<file path="src/rtl/cnn_load_pkg.sv">
// Shared definitions for the accelerator parameter loader: load phases,
// layer codes and the bit offsets of each field on the 784-bit image bus.
package cnn_load_pkg;

   typedef enum logic [2:0] {
      IDLE = 3'd0,
      K1   = 3'd1,
      K2   = 3'd2,
      KFC  = 3'd3,
      O1   = 3'd4,
      O2   = 3'd5,
      OFC  = 3'd6,
      DONE = 3'd7
   } phase_e;

   localparam logic [1:0] LAYER_NONE = 2'd0;
   localparam logic [1:0] LAYER_C1   = 2'd1;
   localparam logic [1:0] LAYER_C2   = 2'd2;
   localparam logic [1:0] LAYER_FC   = 2'd3;

   localparam int IMG_W    = 784;
   localparam int KERN_LSB = 0;
   localparam int NUM_LSB  = 84;
   localparam int A18_LSB  = 112;
   localparam int A5_LSB   = 140;
   localparam int A10_LSB  = 168;
   localparam int A60_LSB  = 196;
   localparam int A960_LSB = 224;

   // Payload widths that survive onto the bus; remaining payload bits are dropped.
   localparam int KERN_W = 25;
   localparam int O1_W   = 7;
   localparam int O2_W   = 9;
   localparam int OFC_W  = 8;

   function automatic logic is_load(input phase_e p);
      return (p != IDLE) && (p != DONE);
   endfunction

endpackage

</file>
<file path="src/rtl/nested_counter.sv">
// Two-level address counter with run-time limits; the inner count wraps into
// the outer count, and both clear together after the final beat.
module nested_counter #(
   parameter int INNER_MAX = 960,
   parameter int OUTER_MAX = 60,
   parameter int IW = $clog2(INNER_MAX + 1),
   parameter int OW = $clog2(OUTER_MAX + 1)
) (
   input  logic          clk,
   input  logic          rst,
   input  logic          clr,
   input  logic          inc,
   input  logic [IW-1:0] inner_lim,
   input  logic [OW-1:0] outer_lim,
   output logic [IW-1:0] inner,
   output logic [OW-1:0] outer,
   output logic          last
);

   logic inner_end;
   logic outer_end;

   assign inner_end = (inner == inner_lim - 1'b1);
   assign outer_end = (outer == outer_lim - 1'b1);
   assign last      = inner_end && outer_end;

   always_ff @(posedge clk) begin
      if (rst || clr) begin
         inner <= '0;
         outer <= '0;
      end else if (inc) begin
         if (inner_end) begin
            inner <= '0;
            outer <= outer_end ? '0 : outer + 1'b1;
         end else begin
            inner <= inner + 1'b1;
         end
      end
   end

endmodule

</file>
<file path="src/rtl/param_stream_loader.sv">
// Streams host payload words onto the accelerator image bus in a fixed
// kernel-then-offset schedule, generating the address fields for each write.
module param_stream_loader
   import cnn_load_pkg::*;
#(
   parameter int DATA_W = 25,
   parameter int C1_OUT = 18,
   parameter int C1_K   = 5,
   parameter int C2_OUT = 60,
   parameter int FC_OUT = 10,
   parameter int FC_IN  = 960
) (
   input  logic              clk,
   input  logic              rst,
   input  logic              start,
   input  logic [DATA_W-1:0] in_data,
   input  logic              in_valid,
   output logic              in_ready,
   output logic [IMG_W-1:0]  image,
   output logic [1:0]        kernel_layer,
   output logic [1:0]        offset_layer,
   output logic              busy,
   output logic              load_done,
   output logic [2:0]        phase
);

   localparam int A18_W  = $clog2(C1_OUT);
   localparam int A5_W   = $clog2(C1_K);
   localparam int A60_W  = $clog2(C2_OUT);
   localparam int A10_W  = $clog2(FC_OUT);
   localparam int A960_W = $clog2(FC_IN);
   localparam int CIW    = $clog2(FC_IN + 1);
   localparam int COW    = $clog2(C2_OUT + 1);

   phase_e           state;
   phase_e           state_nxt;
   logic             accept;
   logic             cnt_clr;
   logic             cnt_last;
   logic [CIW-1:0]   inner_lim;
   logic [COW-1:0]   outer_lim;
   logic [CIW-1:0]   inner;
   logic [COW-1:0]   outer;
   logic [IMG_W-1:0] image_p1;
   logic [1:0]       kernel_layer_p1;
   logic [1:0]       offset_layer_p1;
   logic             load_done_p1;

   function automatic logic [IMG_W-1:0] pack_image(input phase_e p, input logic [DATA_W-1:0] d,
                                                   input logic [CIW-1:0] i, input logic [COW-1:0] o);
      logic [IMG_W-1:0] img;
      img = '0;
      case (p)
         K1: begin
            img[KERN_LSB +: KERN_W] = d[KERN_W-1:0];
            img[A5_LSB +: A5_W]     = i[A5_W-1:0];
            img[A18_LSB +: A18_W]   = o[A18_W-1:0];
         end
         K2: begin
            img[KERN_LSB +: KERN_W] = d[KERN_W-1:0];
            img[A18_LSB +: A18_W]   = i[A18_W-1:0];
            img[A60_LSB +: A60_W]   = o[A60_W-1:0];
         end
         KFC: begin
            img[NUM_LSB]            = d[0];
            img[A960_LSB +: A960_W] = i[A960_W-1:0];
            img[A10_LSB +: A10_W]   = o[A10_W-1:0];
         end
         O1: begin
            img[NUM_LSB +: O1_W]  = d[O1_W-1:0];
            img[A18_LSB +: A18_W] = i[A18_W-1:0];
         end
         O2: begin
            img[NUM_LSB +: O2_W]  = d[O2_W-1:0];
            img[A60_LSB +: A60_W] = i[A60_W-1:0];
         end
         OFC: begin
            img[NUM_LSB +: OFC_W] = d[OFC_W-1:0];
            img[A10_LSB +: A10_W] = i[A10_W-1:0];
         end
         default: ;
      endcase
      return img;
   endfunction

   function automatic logic [1:0] kernel_code(input phase_e p);
      case (p)
         K1:      return LAYER_C1;
         K2:      return LAYER_C2;
         KFC:     return LAYER_FC;
         default: return LAYER_NONE;
      endcase
   endfunction

   function automatic logic [1:0] offset_code(input phase_e p);
      case (p)
         O1:      return LAYER_C1;
         O2:      return LAYER_C2;
         OFC:     return LAYER_FC;
         default: return LAYER_NONE;
      endcase
   endfunction

   nested_counter #(
      .INNER_MAX (FC_IN),
      .OUTER_MAX (C2_OUT)
   ) u_cnt (
      .clk       (clk),
      .rst       (rst),
      .clr       (cnt_clr),
      .inc       (accept),
      .inner_lim (inner_lim),
      .outer_lim (outer_lim),
      .inner     (inner),
      .outer     (outer),
      .last      (cnt_last)
   );

   always_ff @(posedge clk) begin
      if (rst) state <= IDLE;
      else     state <= state_nxt;
   end

   // Counter limits are re-ranged per phase so one counter serves every pass.
   always_comb begin
      state_nxt = state;
      cnt_clr   = 1'b0;
      in_ready  = is_load(state);
      busy      = is_load(state);
      inner_lim = CIW'(1);
      outer_lim = COW'(1);
      accept    = in_valid && is_load(state);
      case (state)
         IDLE, DONE: if (start) begin
            state_nxt = K1;
            cnt_clr   = 1'b1;
         end
         K1: begin
            inner_lim = CIW'(C1_K);
            outer_lim = COW'(C1_OUT);
            if (accept && cnt_last) state_nxt = K2;
         end
         K2: begin
            inner_lim = CIW'(C1_OUT);
            outer_lim = COW'(C2_OUT);
            if (accept && cnt_last) state_nxt = KFC;
         end
         KFC: begin
            inner_lim = CIW'(FC_IN);
            outer_lim = COW'(FC_OUT);
            if (accept && cnt_last) state_nxt = O1;
         end
         O1: begin
            inner_lim = CIW'(C1_OUT);
            if (accept && cnt_last) state_nxt = O2;
         end
         O2: begin
            inner_lim = CIW'(C2_OUT);
            if (accept && cnt_last) state_nxt = OFC;
         end
         OFC: begin
            inner_lim = CIW'(FC_OUT);
            if (accept && cnt_last) state_nxt = DONE;
         end
         default: state_nxt = IDLE;
      endcase
   end

   // Stage p1: one write per accepted beat; the bus is idle (all-zero) otherwise.
   always_ff @(posedge clk) begin
      if (rst) begin
         image_p1        <= '0;
         kernel_layer_p1 <= LAYER_NONE;
         offset_layer_p1 <= LAYER_NONE;
      end else if (accept) begin
         image_p1        <= pack_image(state, in_data, inner, outer);
         kernel_layer_p1 <= kernel_code(state);
         offset_layer_p1 <= offset_code(state);
      end else begin
         image_p1        <= '0;
         kernel_layer_p1 <= LAYER_NONE;
         offset_layer_p1 <= LAYER_NONE;
      end
   end

   always_ff @(posedge clk) begin
      if (rst)                                         load_done_p1 <= 1'b0;
      else if (!is_load(state) && start)               load_done_p1 <= 1'b0;
      else if (state == OFC && accept && cnt_last)     load_done_p1 <= 1'b1;
   end

   assign image        = image_p1;
   assign kernel_layer = kernel_layer_p1;
   assign offset_layer = offset_layer_p1;
   assign load_done    = load_done_p1;
   assign phase        = state;

endmodule
</file>
<file path="config.mk">
export PLATFORM = sky130hd
export DESIGN_NAME = param_stream_loader
export DESIGN_NICKNAME = d
export VERILOG_FILES = /design/src/rtl/cnn_load_pkg.sv /design/src/rtl/nested_counter.sv /design/src/rtl/param_stream_loader.sv
export SDC_FILE = /design/constraint.sdc
export NUM_CORES = 1
export LEC_CHECK = 0
export BUFFER_PORTS_ARGS = -buffer_cell sky130_fd_sc_hd__buf_2
export CAP_MARGIN = 20
export CORE_AREA = 2 2 323 325
export CTS_CLUSTER_SIZE = 25
export DETAILED_ROUTE_END_ITERATION = 10
export DIE_AREA = 0 0 325 327
export PLACE_DENSITY = 0.3
export SLEW_MARGIN = 20
export SYNTH_ARGS = -nofsm -noshare
export SYNTH_HDL_FRONTEND = slang
export SYNTH_SLANG_ARGS = --single-unit
</file>
<file path="constraint.sdc">
create_clock -name clk -period 3.65 [get_ports clk]
set_clock_uncertainty 0.15 [all_clocks]
set_input_delay 0.5475 -clock clk [delete_from_list [all_inputs] [get_ports clk]]
set_output_delay 0.5475 -clock clk [all_outputs]
set_load 0.03 [all_outputs]
</file>
* Yosys cells after proc, flatten, opt, wreduce, memory -nomap -nowiden
Index checks and enable logic that the tools add are counted.
** Word-level totals
- Flip-flop bits (word level) :: 808
- Logic and storage cells :: 91
** Cells by class
- Eq/ne operators :: 17
- Bitwise gates (word level) :: 8
- Multiplexer cells :: 19
- Add/sub/neg operators :: 4
- Reductions and logical operators :: 28
** Operator list (number)
- $pmux W10 S5 :: 1
- $reduce_or A3 Y1 :: 8
- $mux W3 :: 7
- $pmux W3 S7 :: 1
- $pmux W6 S3 :: 1
- $ne A2 B2 Y1 const B :: 7
- $eq A3 B3 Y1 const B :: 4
- $pmux W2 S3 :: 2
- $pmux W6 S2 :: 1
- $reduce_or A2 Y1 :: 6
- $add A10 B1 Y10 const B :: 1
- $eq A10 B10 Y1 :: 1
- $mux W10 :: 1
- $pmux W5 S2 :: 1
- $sub A10 B1 Y10 const B :: 1
- $not A1 Y1 :: 8
- $pmux W4 S2 :: 1
- $logic_and A1 B1 Y1 :: 7
- $reduce_and A7 Y1 :: 1
- $add A6 B1 Y6 const B :: 1
- $eq A3 B2 Y1 const B :: 2
- $eq A6 B6 Y1 :: 1
- $mux W6 :: 1
- $sub A6 B1 Y6 const B :: 1
- 9 further kinds :: 10

* Longest topological paths before layout
- Word-level depth :: 9
- Mapped depth :: 15

* By module
Synthesis repeated with hierarchy kept, for this count alone.
** Second synthesis, totals
- Cells, all modules :: 1086
- Area, all modules :: 9125.0 µm²
** Modules (own cells, without submodules)
- param_stream_loader :: area an instance 7813.7 µm², seq. area each 1401.3 µm², cells each 934, times used 1
- nested_counter :: area an instance 1311.3 µm², seq. area each 320.3 µm², cells each 152, times used 1

* Least setup slack after synthesis
No wires, ideal clock.
- Path kind :: reg2reg
- Start point :: register state[2] (netlist: phase[2])
- End point :: register u_cnt.outer[1]
- Setup time :: 70 ps
- Slack :: 140 ps
- Cell stages (with the launch flop) :: 16
- Period minus slack after synthesis :: 3510 ps
- Data arrival time :: 3290 ps
- Cells stage by stage :: dfxtp_1 -> buf_4 -> buf_4 -> clkbuf_1 -> clkbuf_1 -> o21ai_0 -> ha_1 -> buf_2 -> xnor2_1 -> or3_1 -> a31oi_1 -> a211o_1 -> nand4_2 -> buf_6 -> or3b_1 -> a21oi_1
** Between the ends
- Longest elaborated chain between the ends :: 6
- Elaborated cells between the ends (all ways) :: 24
- Those cells by class :: 2 x add/sub; 10 x eq/ne; 4 x mux; 8 x reduce/logical
** RTL lines
- start: declaration :: line param_stream_loader.sv:35 : phase_e state;
- start signal: assignment :: line param_stream_loader.sv:121 : else state <= state_nxt;
- $eq A3 B3 Y1 or $eq A3 B2 Y1 (tied branches) :: line param_stream_loader.sv:133 : case (state)
- $reduce_or A2 Y1 (no source line)
- $pmux W10 S5 :: line param_stream_loader.sv:133
- $sub A10 B1 Y10 :: line nested_counter.sv:23 : assign inner_end = (inner == inner_lim - 1'b1);
- $eq A10 B10 Y1 :: line nested_counter.sv:23
- $reduce_and A2 Y1 (no source line)
- end signal: assignment :: line nested_counter.sv:34 : outer <= outer_end ? '0 : outer + 1'b1;
- end: declaration :: line nested_counter.sv:16 : output logic [OW-1:0] outer,
Several ways; a longest one is shown, not always the timed one.
A chain may end at the register's enable or synchronous reset.

* Final worst setup path
- Start point :: register state[0] (netlist: phase[0])
- End point :: register u_cnt.outer[4]
The elaborated chain is that of the path after synthesis.

==> metrics.md <==
| Metric | Value |
|---|---|
| Status | `finished clean` |
| Worst path top cell family by delay | `simple AND/OR/NAND/NOR gates` |
| CP Launch Type | `flop` |
| Measured slew at the worst slew-check pin | `877.8 ps` |
| Gr ovfl total | `0` |
| Seq cells post-synth | `86` |
| Util after Layout | `8.368%` |
| Hold buffers post-CTS | `0` |
| Maximum clock path buffer count | `2` |
| R2r setup slk | `360 ps` |
| Period utilisation layout | `90.17%` |
| Synth Flop Type | `dfxtp_1` |
| Synth Area per Inst | `8.135 sq um` |
| Hold Crit Class | `input port to flop` |
| Row Count | `118` |
| Buf/Inv on CP | `0` |
| Critical path's slowest cell | `or4_1` |
| Setup Total Neg Slack | `0 ps` |
| CP cell instances | `and2_4 -> a21oi_1 -> ha_1 -> nor4b_1 -> a21oi_2 -> xnor2_1 -> nor4b_4 -> nand4_2 -> or4_1 -> a21oi_1` |
| Syn Std Cell Area | `8826 sq um` |
| DR iter-0 viols | `132` |
| FMAX | `0.3038 GHz` |
| Hold Startpoint | `in_data[24]` |
| RSZ-0062 raised after global routing | `no` |
| Via count | `4610` |
| Critical Path RT | `3780 ps` |
| Final nets | `1221` |
| Clock buffer count from CTS | `9` |
| First-pass GRT wire length | `22110 um` |
| Total setup buffers inserted after CTS | `0` |
| Reg-to-Reg End | `u_cnt.outer[4]` |
| Crit path time final | `3291 ps` |
| Slowest cell delay on critical path | `560 ps` |
| EDFF count, synth | `0` |
| Seq. cell area | `1722 sq um` |
| Top cell by count, worst path | `a21oi_1` |
| Register area share after synthesis | `19.51%` |
| Die Y | `327 um` |
| # setup viols final | `0` |
| Post-CTS sizing | `0` |
| Synth-to-layout area growth | `-2.438%` |
| Hold EP | `image[24]` |
| Pwr/cell area | `364.7 nW/um^2` |
| Sinks on the clock net | `86` |
| Asr flop ratio synth | `0%` |
| Cells on worst reg2reg path | `10` |
| Final-report max-slew violation count | `0` |
| GR Util All Layers | `2.708%` |
| ANT cells | `0` |
| Clk_lat worst skew | `350 ps` |
| Initial antenna violation count | `0` |
| Die width | `325 um` |
| Initial Util | `8.577%` |
| Core area | `102900 sq um` |
| TritonCTS clock tree | `yes` |
| Buffers added on ports | `100` |
| Pleak | `4.342 nW` |
| Critical path peak fanout | `14` |
| Drt first pass iters | `4` |
| WHS Path Cells | `2` |
| Wire per inst | `6.656 um` |
| Multi-input logic area | `4219 sq um` |
| H-tree depth | `3` |
| Synth warn | `0` |
| Max Cap Viol | `0` |
| Post-DP HPWL | `14410 um` |
| Placer Congestion | `0.7182` |
| Final Hold Vio Count | `0` |
| Vias per cell | `1.794` |
| Final wirelength | `17110 um` |
| Share of cells above drive strength 1 | `11.93%` |
| Synth cell types | `51` |
| WS Path Type | `flop to flop` |
| Detail Route Antenna Nets | `0` |
| Die area | `106300 sq um` |
| Worst endpoint data arrival time | `3430 ps` |
| Worst setup EP type | `flop` |
| Root buffer cell | `clkbuf_16` |
| VDD IR max | `0.1917 mV` |
| CP Depth | `10` |
| Max-slew headroom | `41.03%` |
| I/O pin count | `823` |
| Critical R2R Launch | `phase[0]` |
| Vias in the first global route | `3307` |
| Largest net degree at the start of global routing | `26` |
| Fillers | `12200` |
| Cell count after synthesis | `1085` |
| Clock slew at reported path FFs | `70 ps` |
| DRC | `0` |
worst max-delay path by stage:
stage | to | startpoint | slack (ps)
after floorplan | u_cnt.outer[1] | phase[2] | 140
after global placement | u_cnt.outer[4] | phase[0] | 380
after detailed placement | u_cnt.outer[3] | phase[0] | 370
after CTS | u_cnt.outer[5] | phase[0] | 330
after global routing | u_cnt.outer[3] | phase[0] | 30
final | u_cnt.outer[4] | phase[0] | 360
through the flow:
| stage | hold slack [ps] | setup WS (ps) | instance area, sq um | instances | power (mW) |
|---|---|---|---|---|---|
| global route | 232.0 | 30.85 | 8611 | 2570 | 3.285 |
| detailed placement | 321.7 | 367.4 | 8324 | 2556 | 2.217 |
| global placement | 304.0 | 377.2 | 8324 | 2556 | 2.220 |
| finish | 243.0 | 358.9 | 8611 | 2570 | 3.141 |
| CTS | 224.7 | 334.1 | 8611 | 2570 | 3.176 |
| floorplan | 311.7 | 139.6 | 11530 | 1806 | 2.726 |
synth_stat cells, types with 2 or more instances:
library cell | instances | share of area [%]
buf_4 | 726 | 62
dfxtp_1 | 86 | 20
nor2_1 | 42 | 1.8
and2_1 | 39 | 2.8
a21oi_1 | 22 | 1.2
nand2_1 | 18 | 0.77
and3_1 | 14 | 0.99
clkbuf_1 | 14 | 0.60
xnor2_1 | 12 | 1.2
nand3_1 | 11 | 0.62
xor2_1 | 11 | 1.1
o21ai_0 | 10 | 0.57
nor3_1 | 9 | 0.51
a22oi_1 | 8 | 0.68
ha_1 | 5 | 0.71
inv_1 | 5 | 0.21
nor2b_1 | 5 | 0.35
buf_6 | 4 | 0.51
buf_2 | 3 | 0.17
nand4_1 | 3 | 0.21
a21o_1 | 2 | 0.17
mux2i_1 | 2 | 0.23
nand2b_1 | 2 | 0.14
nand4b_1 | 2 | 0.20
or3_1 | 2 | 0.14
or4_1 | 2 | 0.17
or4b_1 | 2 | 0.23
routing by layer:
layer	global-route usage, %	vias up	part of all wire, %
li1	-	2141	-
met2	5.347	377	57
met1	2.703	2078	33
met4	1.087	0	1.5
met5	0	-	0
met3	0.6237	14	9.2
worst register-to-register path, delay by kind of cell (launching register included):
| family | cells | cell delay [ps] |
|---|---|---|
| adders and majority gates | 1 | 260 |
| AOI/OAI and AO/OA | 3 | 430 |
| xor gates and xnor gates | 1 | 170 |
| and+or+nand+nor | 5 | 1810 |
| DFF | 1 | 400 |
area by class of cell:
| type | count | share of cell area, % |
|---|---|---|
| clock buffers | 9 | 2.616 |
| clock inverters | 5 | 0.7120 |
| inverters | 7 | 0.3342 |
| multi-input cells | 966 | 49.00 |
| flip-flops and latches | 86 | 19.99 |
| well taps | 1380 | 20.05 |
| repair buffers | 117 | 7.294 |
sequential cells by signal (all words and copies together) (netlist names):
signal and cells:
phase 3, image 62, kernel_layer 2, offset_layer 2, u_cnt.inner 10, u_cnt.outer 6, load_done 1
logic make-up (layout without fill, tap and decap cells):
family | count (synthesis) | in the layout | share of synthesized area [%]
AND/OR/NAND/NOR | 160 | 160 | 10.05
XOR/XNOR | 23 | 23 | 2.282
adder cells (fa/ha/maj) | 5 | 5 | 0.7088
other | 1 | 722 | 0.04249
buffers and inverters | 754 | 138 | 63.35
flip-flops | 86 | 86 | 19.51
AO/OA/AOI/OAI | 54 | 54 | 3.828
multiplexers | 2 | 2 | 0.2268
cell usage in the layout, fill, tap and decap left out, types with 11 or more instances in the layout:
master,instances
conb_1,722
buf_2,100
dfxtp_1,86
nor2_1,42
and2_1,39
a21oi_1,22
nand2_1,18
buf_4,17
and3_1,14
xnor2_1,12
xor2_1,11
nand3_1,11
power by group:
part | total (mW) | internal [mW] | switching [mW]
sequential | 0.958 | 0.949 | 0.00854
combinational | 1.25 | 0.0973 | 1.16
clock | 0.929 | 0.525 | 0.403
No activity file was read; power rests on OpenSTA's default activity.
